`src/rtl/coin_conditioner.sv`:
```
// -----------------------------------------------------------------------------
// coin_conditioner
//
// Turns three raw, asynchronous, bouncy coin-sensor lines into clean
// one-cycle coin pulses for the vending-machine FSM. Each line goes through a
// two-flop synchronizer and a debounce filter. A rising debounced edge is a
// coin event, which is queued in a small per-denomination pending counter.
// One queued coin is released per clock, with priority Q > D > N, while the
// downstream FSM is not holding us off.
//
// Ports
//   clk          : system clock, rising-edge active
//   reset        : synchronous, active-low reset
//   n_raw        : nickel sensor (async, active-high, bouncy)
//   d_raw        : dime sensor (async, active-high, bouncy)
//   q_raw        : quarter sensor (async, active-high, bouncy)
//   hold         : downstream busy; no pulses are emitted while high
//   N, D, Q      : registered one-cycle coin pulses, mutually exclusive
//   coin_pending : registered, high while any pending counter is nonzero
//   overflow     : sticky, set when a coin is lost to counter saturation
// -----------------------------------------------------------------------------
module coin_conditioner #(
   parameter int DEBOUNCE_CYCLES = 4,
   parameter int PEND_MAX        = 3
) (
   input  logic clk,
   input  logic reset,
   input  logic n_raw,
   input  logic d_raw,
   input  logic q_raw,
   input  logic hold,
   output logic N,
   output logic D,
   output logic Q,
   output logic coin_pending,
   output logic overflow
);

   // Channel index: 0 = nickel, 1 = dime, 2 = quarter.
   localparam logic [3:0] DB_LAST = 4'(DEBOUNCE_CYCLES - 1);
   localparam logic [1:0] P_MAX   = 2'(PEND_MAX);

   logic [2:0] w_raw;
   logic [2:0] r_s1;
   logic [2:0] r_s2;
   logic [2:0] r_stable;
   logic [3:0] r_dbcnt [3];
   logic [1:0] r_pend  [3];
   logic [2:0] r_pulse;
   logic       r_coin_pending;
   logic       r_overflow;

   logic [2:0] w_event;
   logic [2:0] w_nonzero;
   logic [2:0] w_sel;
   logic [2:0] w_ovf_hit;
   logic [1:0] w_pend_nxt [3];

   // Fixed-priority one-hot pick of the channel to emit this edge.
   function automatic logic [2:0] f_pick(input logic i_hold, input logic [2:0] i_nz);
      logic [2:0] v;
      v = 3'b000;
      if (!i_hold) begin
         if (i_nz[2])      v = 3'b100;
         else if (i_nz[1]) v = 3'b010;
         else if (i_nz[0]) v = 3'b001;
      end
      return v;
   endfunction

   // Next pending count; a simultaneous event and emission cancel out, and an
   // event into a full counter is dropped (reported through o_lost).
   function automatic logic [1:0] f_pend_next(input logic [1:0] i_cnt, input logic i_ev,
                                              input logic i_em, output logic o_lost);
      logic [1:0] v;
      v      = i_cnt;
      o_lost = 1'b0;
      case ({i_ev, i_em})
         2'b10: begin
            if (i_cnt == P_MAX) o_lost = 1'b1;
            else                v      = i_cnt + 2'd1;
         end
         2'b01:   v = i_cnt - 2'd1;
         default: v = i_cnt;
      endcase
      return v;
   endfunction

   assign w_raw = {q_raw, d_raw, n_raw};

   always_comb begin
      w_event   = '0;
      w_nonzero = '0;
      w_ovf_hit = '0;
      for (int i = 0; i < 3; i++) begin
         w_pend_nxt[i] = r_pend[i];
      end
      for (int i = 0; i < 3; i++) begin
         // The event fires on the same edge that flips stable from 0 to 1.
         w_event[i]   = r_s2[i] && !r_stable[i] && (r_dbcnt[i] == DB_LAST);
         w_nonzero[i] = (r_pend[i] != 2'd0);
      end
      w_sel = f_pick(hold, w_nonzero);
      for (int i = 0; i < 3; i++) begin
         w_pend_nxt[i] = f_pend_next(r_pend[i], w_event[i], w_sel[i], w_ovf_hit[i]);
      end
   end

   always_ff @(posedge clk) begin
      if (!reset) begin
         r_s1           <= '0;
         r_s2           <= '0;
         r_stable       <= '0;
         r_pulse        <= '0;
         r_coin_pending <= 1'b0;
         r_overflow     <= 1'b0;
         for (int i = 0; i < 3; i++) begin
            r_dbcnt[i] <= '0;
            r_pend[i]  <= '0;
         end
      end else begin
         // Synchronizer stage
         r_s1 <= w_raw;
         r_s2 <= r_s1;
         // Debounce / pending stage
         for (int i = 0; i < 3; i++) begin
            if (r_s2[i] == r_stable[i]) begin
               r_dbcnt[i] <= '0;
            end else if (r_dbcnt[i] == DB_LAST) begin
               r_stable[i] <= r_s2[i];
               r_dbcnt[i]  <= '0;
            end else begin
               r_dbcnt[i] <= r_dbcnt[i] + 4'd1;
            end
            r_pend[i] <= w_pend_nxt[i];
         end
         // Output stage
         r_pulse        <= w_sel;
         r_coin_pending <= (w_pend_nxt[0] != 2'd0) || (w_pend_nxt[1] != 2'd0) ||
                           (w_pend_nxt[2] != 2'd0);
         r_overflow     <= r_overflow | (|w_ovf_hit);
      end
   end

   assign N            = r_pulse[0];
   assign D            = r_pulse[1];
   assign Q            = r_pulse[2];
   assign coin_pending = r_coin_pending;
   assign overflow     = r_overflow;

endmodule

```
`config.mk`:
```
export PLATFORM = sky130hd
export DESIGN_NAME = coin_conditioner
export DESIGN_NICKNAME = d
export VERILOG_FILES = /design/src/rtl/coin_conditioner.sv
export SDC_FILE = /design/constraint.sdc
export NUM_CORES = 1
export LEC_CHECK = 0
export ABC_AREA = 1
export CORE_MARGIN = 3
export CORE_UTILIZATION = 58
export CTS_CLUSTER_SIZE = 20
export DETAILED_ROUTE_END_ITERATION = 16
export GPL_ROUTABILITY_DRIVEN = 0
export GPL_TIMING_DRIVEN = 0
export PLACE_DENSITY = 0.86
export SYNTH_ARGS = -nofsm -noshare
export SYNTH_HDL_FRONTEND = slang
export SYNTH_SLANG_ARGS = --single-unit
export TNS_END_PERCENT = 30
```
`constraint.sdc`:
```
create_clock -name clk -period 2 [get_ports clk]
set_input_delay 0.3 -clock clk [delete_from_list [all_inputs] [get_ports clk]]
set_output_delay 0.3 -clock clk [all_outputs]
set_load 0.05 [all_outputs]
```
==> flow_metrics.tcl <==
set metrics [dict create \
    critPathCapture "coin_pending" \
    grt_usage_pct 17.2 \
    cp_data_arrival_time_ps 2110 \
    path_cells "inv_2, ha_4, inv_1, or2_4, nor3_4, inv_2, ha_4, nand2_2, nand3_2, nand2_2, nand2_1, nor2_1, a21oi_1" \
    slew_headroom_pct 66.4 \
    syn_avg_cell_area_um2 8.16 \
    vias 1271 \
    cellLeakagePower_nw 1.01 \
    core_area_um2 2610 \
    totalWireLength_mm 2.66 \
    layout_common_cells "nand2_1, inv_1, nor2_1, ha_1, dfxtp_1" \
    ys_ff_latch 32 \
    whs_path_depth 2 \
    critPathLaunch "r_pend[0][4]" \
    placed_cells 257 \
    yosysWarnings 0 \
    dp_hpwl_mm 1.98 \
    fmax_ghz 0.532 \
    slew_viol_final 0 \
    crit_fanout 3 \
    reg2reg_from "r_pend[0][4]" \
    yosysSeqAreaShare_pct 45.2 \
    cp.depth 13 \
    top_layer_used "met4" \
    ant_nets 0 \
    hp-class "reg2reg" \
    wl_met3_um 130 \
    drt-met1-wl_mm 1.25 \
    whs_ps 427 \
    h-tree-depth 2 \
    min_period_over_period_pct 94.0 \
    ys_types 18 \
    cp_slowest_cell "dfxtp_2" \
    grt_pass1_vias 1140 \
    setup.worst_path.class "reg2reg" \
    io_pins 11 \
    antenna_found_initial 0 \
    cts-buffers-inserted 5 \
    instances_no_fill 271 \
    clock_sinks 32 \
    crit_path_max_incr_delay_ps 350 \
    die_area_um2 3580 \
    clk_latency_ps 340 \
    dr.pass1.iters 4 \
    ctsLongestPathBuffers 2 \
    wl_met2_mm 1.22 \
    fin_tns_setup_ps 0 \
    final_layout_size_suffix_gt1_share_pct 15.8 \
    root_buffer "clkbuf_4" \
    startpoint_type "flip-flop" \
    ff2ff_path_depth 13 \
    grt_max_degree 11 \
    cp.required_ps 2230 \
    worst-path-buf-inv 3 \
    status "complete, no violations" \
    synthToLayoutAreaGrowth_pct 20.2 \
    dieWidth_um 59.8 \
    vdd_ir_drop_max_v 0.000513 \
    netlist_area_um2 1680 \
    worst_pin_slew_ps 503 \
    end_kind "flip-flop" \
    fin_skew_ps 4.93 \
    min_period_ps 1880 \
    rows 18 \
    nNetsFinal 268 \
    die_h_um 59.8 \
    portBuffers 10 \
    gr-total-overflow 0 \
    grt_pass1_wl_mm 4.47 \
    synthCells 206 \
    setup_viol 0 \
    path_clk_slew_ps 100 \
    final_common_cell "nand2_1" \
    drv_cap 0 \
    powerDensity_nw_per_um2 643 \
    critical-path-top-delay-family "simple AND/OR/NAND/NOR gates" \
    cts_tree "done" \
    initial_core_util_pct 64.4 \
    hold_viol 0 \
    r2r-end "coin_pending" \
    hold_buffers 0 \
    drcViolationCount 0 \
    drt_iter0_drc 29 \
    vias_per_cell 4.69 \
    r2r_setup_slack_ps 120 \
    antenna_cells 0 \
    routedWlPerCell_um 9.83 \
]
## worst min-delay path by stage
stage | from | to | slack (ps)
3_5_place_dp | r_s1[2] | r_s2[2] | 400
3_3_place_gp | r_s1[2] | r_s2[2] | 390
6_report | r_s1[2] | r_s2[2] | 430
2_1_floorplan | r_s1[0] | r_s2[0] | 390
4_1_cts | r_s1[2] | r_s2[2] | 430
5_1_grt | r_s1[1] | r_s2[1] | 450
## what timing repair did
item	in CTS	in global routing
buffers inserted	0	6
setup endpoints to repair	0	1
gates resized for setup	0	14
## logic make-up after synthesis
logic type	after synthesis	synth area share [%]
AO/OA/AOI/OAI	18	5.43
XOR/XNOR	1	0.521
adder cells (fa/ha/maj)	22	16.4
buffers and inverters	46	10.4
flip-flops	32	45.2
other	1	0.223
AND/OR/NAND/NOR	86	21.8
## power breakdown
| part | switching (mW) | total (mW) | internal [mW] | leakage (nW) |
|---|---|---|---|---|
| clock network | 0.224 | 0.391 | 0.167 | 0.0380 |
| registers | 0.0150 | 0.720 | 0.705 | 0.287 |
| logic | 0.109 | 0.190 | 0.0803 | 0.688 |
## state kept, by name, summed over array words and instances, names as in the netlist
register / cells
r_s2: 3
overflow: 1
r_pulse: 3
r_stable: 3
r_s1: 3
coin_pending: 1
r_pend: 6
r_dbcnt: 12
## metrics by stage
| stage | power [mW] | cell area (um^2) | utilization (%) | setup slack [ps] |
|---|---|---|---|---|
| 2_1_floorplan | 0.849 | 1720 | - | 279 |
| 3_5_place_dp | 0.893 | 1860 | 71.2 | -31.7 |
| 4_1_cts | 1.28 | 1920 | 73.6 | 71.4 |
| 5_1_grt | 1.37 | 2020 | 77.4 | -38.0 |
| 3_3_place_gp | 0.888 | 1860 | 71.2 | 1.14 |
| 6_report | 1.30 | 2020 | 77.4 | 120 |
## tightest hold or removal path: cells and delay by family (launching register included)
| family | cells | cell delay (ps) |
|---|---|---|
| DFF | 1 | 310 |
| and+or+nand+nor | 1 | 50 |
| buffers and inverters | 1 | 30 |
## cells in the mapped netlist, drive strengths merged
library cell / count / area (um^2)
a21oi: 12 / 60.1
inv: 44 / 165
nand2: 48 / 180
nand3: 7 / 35.0
ha: 22 / 275
nor3: 1 / 16.3
dfxtp: 20 / 400
nor2: 24 / 95.1
xor2: 1 / 8.76
buf: 2 / 10.0
a31oi: 1 / 6.26
edfxtp: 12 / 360
conb: 1 / 3.75
or2: 6 / 40.0
o21ai: 5 / 25.0
## cell type report
| cell class | instances | area [um^2] |
|---|---|---|
| Fill cell | 178 | 591 |
| Sequential cell | 32 | 763 |
| Tap cell | 30 | 37.5 |
| Clock buffer | 6 | 51.3 |
| Timing Repair Buffer | 16 | 145 |
| Buffer | 2 | 10.0 |
| Multi-Input combinational cell | 139 | 840 |
| Clock inverter | 2 | 10.0 |
| Inverter | 44 | 165 |
## per-layer routing
layer | vias to the layer above | GRT usage, %
met2 | 28 | 28.9
met3 | 9 | 6.48
met1 | 550 | 18.8
met4 | 0 | 8.86
li1 | 684 | -
met5 | - | 0
Note: power is estimated with default switching activity, not from simulation.
